<file path="src/rtl/ising_pkg.sv">
// ============================================================================
// Module : ising_pkg
// Brief  : Shared FSM encodings and settle length for the spin readout block.
// Rev    : 1.0 - initial release
// ============================================================================
`default_nettype none

package ising_pkg;

    typedef enum logic [1:0] {
        IDLE   = 2'd0,
        SETTLE = 2'd1,
        COUNT  = 2'd2,
        DONE   = 2'd3
    } state_t;

    // Cycles spent flushing the synchronizers before counting begins.
    localparam int c_settle_cycles = 2;

endpackage

`default_nettype wire

</file>
<file path="src/rtl/sync_2ff.sv">
// ============================================================================
// Module : sync_2ff
// Brief  : Two-flop synchronizer for one asynchronous bit, synchronous active-low reset.
// Rev    : 1.0 - initial release
// ============================================================================
`default_nettype none

module sync_2ff (
    input  logic clk,
    input  logic rstn,
    input  logic d,
    output logic q
);

    logic r_meta;
    logic r_q;

    always_ff @(posedge clk) begin
        if (!rstn) begin
            r_meta <= 1'b0;
            r_q    <= 1'b0;
        end else begin
            r_meta <= d;
            r_q    <= r_meta;
        end
    end

    assign q = r_q;

endmodule

`default_nettype wire

</file>
<file path="src/rtl/spin_readout.sv">
// ============================================================================
// Module : spin_readout
// Brief  : Phase-mismatch counter over a fixed window; decides one spin per
//          oscillator. Define SPIN_READOUT_COUNTS_EN to expose raw counts.
// Rev    : 1.0 - initial release
// ============================================================================
`default_nettype none

module spin_readout
    import ising_pkg::*;
#(
    parameter  int NUM_SPINS = 8,
    parameter  int WINDOW    = 256,
    localparam int CNT_W     = $clog2(WINDOW + 1)
) (
    input  logic                       clk,
    input  logic                       rstn,
    input  logic                       start,
    output logic                       busy,
    input  logic                       ref_in,
    input  logic [NUM_SPINS-1:0]       osc_in,
    output logic                       spins_valid,
    input  logic                       spins_ready,
`ifdef SPIN_READOUT_COUNTS_EN
    output logic [NUM_SPINS*CNT_W-1:0] counts,
`endif
    output logic [NUM_SPINS-1:0]       spins
);

    localparam logic [CNT_W-1:0] c_settle_last = CNT_W'(c_settle_cycles - 1);
    localparam logic [CNT_W-1:0] c_window_last = CNT_W'(WINDOW - 1);
    localparam logic [CNT_W-1:0] c_half        = CNT_W'(WINDOW / 2);

    state_t                 r_state;
    logic [CNT_W-1:0]       r_phase;
    logic [CNT_W-1:0]       r_cnt [NUM_SPINS];
    logic [NUM_SPINS-1:0]   r_spins;

    logic                   w_sync_ref;
    logic [NUM_SPINS-1:0]   w_sync_osc;
    logic [NUM_SPINS-1:0]   w_mis;
    logic [CNT_W-1:0]       w_next [NUM_SPINS];
    logic [NUM_SPINS-1:0]   w_spins_next;
    logic                   w_last_count;

    sync_2ff u_sync_ref (
        .clk  (clk),
        .rstn (rstn),
        .d    (ref_in),
        .q    (w_sync_ref)
    );

    generate
        for (genvar gi = 0; gi < NUM_SPINS; gi++) begin : g_sync_osc
            sync_2ff u_sync (
                .clk  (clk),
                .rstn (rstn),
                .d    (osc_in[gi]),
                .q    (w_sync_osc[gi])
            );
        end
    endgenerate

    assign w_mis        = w_sync_osc ^ {NUM_SPINS{w_sync_ref}};
    assign w_last_count = (r_state == COUNT) && (r_phase == c_window_last);

    // The decision uses the count including the final window sample.
    always_comb begin
        for (int i = 0; i < NUM_SPINS; i++) begin
            w_next[i]       = r_cnt[i] + CNT_W'(w_mis[i]);
            w_spins_next[i] = (w_next[i] > c_half);
        end
    end

    always_ff @(posedge clk) begin
        if (!rstn) begin
            r_state <= IDLE;
            r_phase <= '0;
            r_spins <= '0;
            for (int i = 0; i < NUM_SPINS; i++) r_cnt[i] <= '0;
        end else begin
            case (r_state)
                IDLE: begin
                    if (start) begin
                        r_state <= SETTLE;
                        r_phase <= '0;
                        for (int i = 0; i < NUM_SPINS; i++) r_cnt[i] <= '0;
                    end
                end
                SETTLE: begin
                    if (r_phase == c_settle_last) begin
                        r_state <= COUNT;
                        r_phase <= '0;
                    end else begin
                        r_phase <= r_phase + CNT_W'(1);
                    end
                end
                COUNT: begin
                    for (int i = 0; i < NUM_SPINS; i++) r_cnt[i] <= w_next[i];
                    if (w_last_count) begin
                        r_state <= DONE;
                        r_spins <= w_spins_next;
                    end else begin
                        r_phase <= r_phase + CNT_W'(1);
                    end
                end
                DONE: begin
                    if (spins_ready) r_state <= IDLE;
                end
                default: r_state <= IDLE;
            endcase
        end
    end

`ifdef SPIN_READOUT_COUNTS_EN
    logic [NUM_SPINS*CNT_W-1:0] r_counts;

    always_ff @(posedge clk) begin
        if (!rstn) begin
            r_counts <= '0;
        end else if (w_last_count) begin
            for (int i = 0; i < NUM_SPINS; i++) r_counts[i*CNT_W +: CNT_W] <= w_next[i];
        end
    end

    assign counts = r_counts;
`endif

    assign busy        = (r_state != IDLE);
    assign spins_valid = (r_state == DONE);
    assign spins       = r_spins;

endmodule

`default_nettype wire

</file>
<file path="config.mk">
export PLATFORM = sky130hd
export DESIGN_NAME = spin_readout
export DESIGN_NICKNAME = d
export VERILOG_FILES = /design/src/rtl/ising_pkg.sv /design/src/rtl/sync_2ff.sv /design/src/rtl/spin_readout.sv
export SDC_FILE = /design/constraint.sdc
export NUM_CORES = 1
export LEC_CHECK = 0
export ABC_AREA = 1
export CORE_UTILIZATION = 35
export CTS_CLUSTER_SIZE = 16
export DETAILED_ROUTE_END_ITERATION = 16
export RECOVER_POWER = 25
export SLEW_MARGIN = 20
export SYNTH_ARGS = -nofsm -noshare
export SYNTH_HDL_FRONTEND = slang
export SYNTH_SLANG_ARGS = --single-unit
</file>
<file path="constraint.sdc">
create_clock -name clk -period 9.3 [get_ports clk]
set_clock_uncertainty 0.15 [all_clocks]
set_input_delay 1.395 -clock clk [delete_from_list [all_inputs] [get_ports clk]]
set_output_delay 1.395 -clock clk [all_outputs]
set_load 0.005 [all_outputs]
</file>
==> run metrics <==
status completed; Slew Limit Fails 0; RSZ-0062 raised after global routing no; fin crit share 42.3%; Worst Setup Start Kind input port; PortBufs 22; crit-path cells dlygate4sd3_1 -> clkbuf_1 -> nand2_2 -> buf_4 -> clkinv_1 -> nand2_1 -> a21oi_1; Max Root-Sink Buffers 2; Cells after Synth between 700 and 800; Mapped Area 5870 sq um; crit path max-delay cell type buf_4; final net count 820; total grt overflow 0; first-pass GRT wire length between 15 and 20 mm; Iter 0 DRT Violations 291; endpoints failing hold 0; most frequent cells in the layout 208 x nand2_1, 117 x inv_1, 101 x nor2_1, 63 x edfxtp_1, 53 x a21oi_1; initial antenna violation count 0; Clock Tree Root clkbuf_16; fillers ~1700; cts bufs inserted 9; Site Rows 46; Core Util, Final 41.6%; CTS HTree Levels 3; effective utilization at floorplan about 36%; Worst Tran Pin Value 1280 ps; Post-CTS Setup Bufs 0; top post-synthesis cells by area edfxtp_1 32%, dfxtp_1 16%, nand2_1 13%; Post-CTS Hold Fix Bufs 0; share of cells above drive strength 1 under 10%; top cell type's share of synthesized area 32.2%; clock slew at reported path FFs 70 ps; endpoints failing setup 0; Ant. Diodes 0; vias in the first global route about 4200; I/O Pins 23; maxcap violations 0; Clk Latency, worst-skew pair 340 ps; most common cell after layout, fill and taps aside nand2_1; Tmin final 3940 ps; via count 4550; Routed Antenna Nets 0; syn avg cell area 7.77 sq um; Setup TNS 0 ps; WL final around 11 mm; flop2flop setup slack a little under 7000 ps; Die H 132 um; Net Count, Synth 793; Worst Hold Class flop to flop; P per Cell Area 223 nW/um^2; CTS tree done; worst vdd ir 170 uV; Synth Warn # 0; DRT Pass-1 Iters 4; worst path required time approximately 9400 ps; synth-to-layout area growth 14.0%; largest net degree at the start of global routing 65; Core Area 16100 sq um; vias per cell 4.53; Synth Register Bits between 100 and 150; critical path peak fanout 64; Fmax ~0.25 GHz; chip width 132 um; CP Capture Type flop; # clock sinks 109; Netlist cell types 33; wire per inst 10.9 um; DRC 0; cell taking the most area after synthesis edfxtp_1; P_leak a little under 3 nW; arrival time worst endpoint 3990 ps; Final Wtd Congestion 0.782; post-cts repair resize count 0; GR Util All Layers 13.4%; sequential fraction of the synthesis area 47.9%; Max-slew headroom 14.4%; CP peak stage delay 570 ps; Crit Path Category input port to flop; Post-DP HPWL 7.68 mm; die area 17300 sq um
-- report_power, final --
part	internal [mW]	switching, mW	total, mW
sequential	0.628	0.0723	0.700
combinational	0.126	0.246	0.372
clock	0.249	0.172	0.421
total	1.00	0.490	1.49
-- Yosys cell counts (all sizes together) --
cell type  number
or2             3
clkinv          1
nand3b          5
ha             24
dfxtp          46
a21oi          53
edfxtp         63
o21a            2
xnor2           5
nand4          16
o21bai          3
nor3            4
buf             3
nor2          105
nand3          37
nor4            1
nand2         210
clkbuf          8
o21ai          36
xor2           13
inv           118
-- kinds of logic (layout without fill, tap and decap cells) --
group / Yosys count / count (layout) / share of synthesized area [%]
DFF: 109 / 109 / 47.9
buffers and inverters: 130 / 162 / 8.37
xor gates and xnor gates: 18 / 18 / 2.68
AOI/OAI and AO/OA: 94 / 94 / 8.29
adders and majority gates: 24 / 24 / 5.11
and+or+nand+nor: 381 / 381 / 27.7
-- metal layers --
metal	vias to the layer above	global-route usage, %	routed length [um]
li1	2471	-	-
met4	0	4.65	84
met5	-	0	0
met3	9	2.31	349
met1	2007	18.0	5550
met2	63	21.6	4970
-- worst paths after layout --
path | startpoint | end | cells after the start
max | rstn | r_cnt[0][4] | 7
min | u_sync_ref.r_meta | u_sync_ref.q | 2
max reg2reg | r_state[0] | r_cnt[0][4] | 7
min reg2reg | u_sync_ref.r_meta | u_sync_ref.q | 2
-- flip-flops by register name (all words and copies together), names as in the netlist --
register and flops:
spins 8, r_cnt 72, u_sync_ref.r_meta 1, g_sync_osc.u_sync.r_meta 8, r_state 2, r_phase 9, u_sync_ref.q 1, g_sync_osc.u_sync.q 8
-- stage by stage --
stage	hold slack [ps]	power, mW	instance area (sq um)	setup WS [ps]	instances
floorplan	240	0.982	5870	5300	756
global placement	244	1.09	6370	5600	988
detailed placement	245	1.09	6370	5570	988
CTS	261	1.52	6700	5940	1004
global route	272	1.61	6700	5130	1004
finish	261	1.49	6700	5360	1004
-- worst max-delay path: cells and delay by family --
kind                   cells  cell delay [ps]
AOI/OAI and AO/OA          1               70
buffers and inverters      4             2070
and+or+nand+nor            2              390
-- final cells by class --
type	instances	area (sq um)	share of cell area, %
timing repair buffer	27	254	3.79
clock buffer	12	289	4.32
clock inverter	4	48.8	0.729
sequential	109	2810	42.0
inverter	119	447	6.67
multi-input combinational	517	2580	38.5
tap	216	270	4.04
No activity file was read; power rests on OpenSTA's default activity.
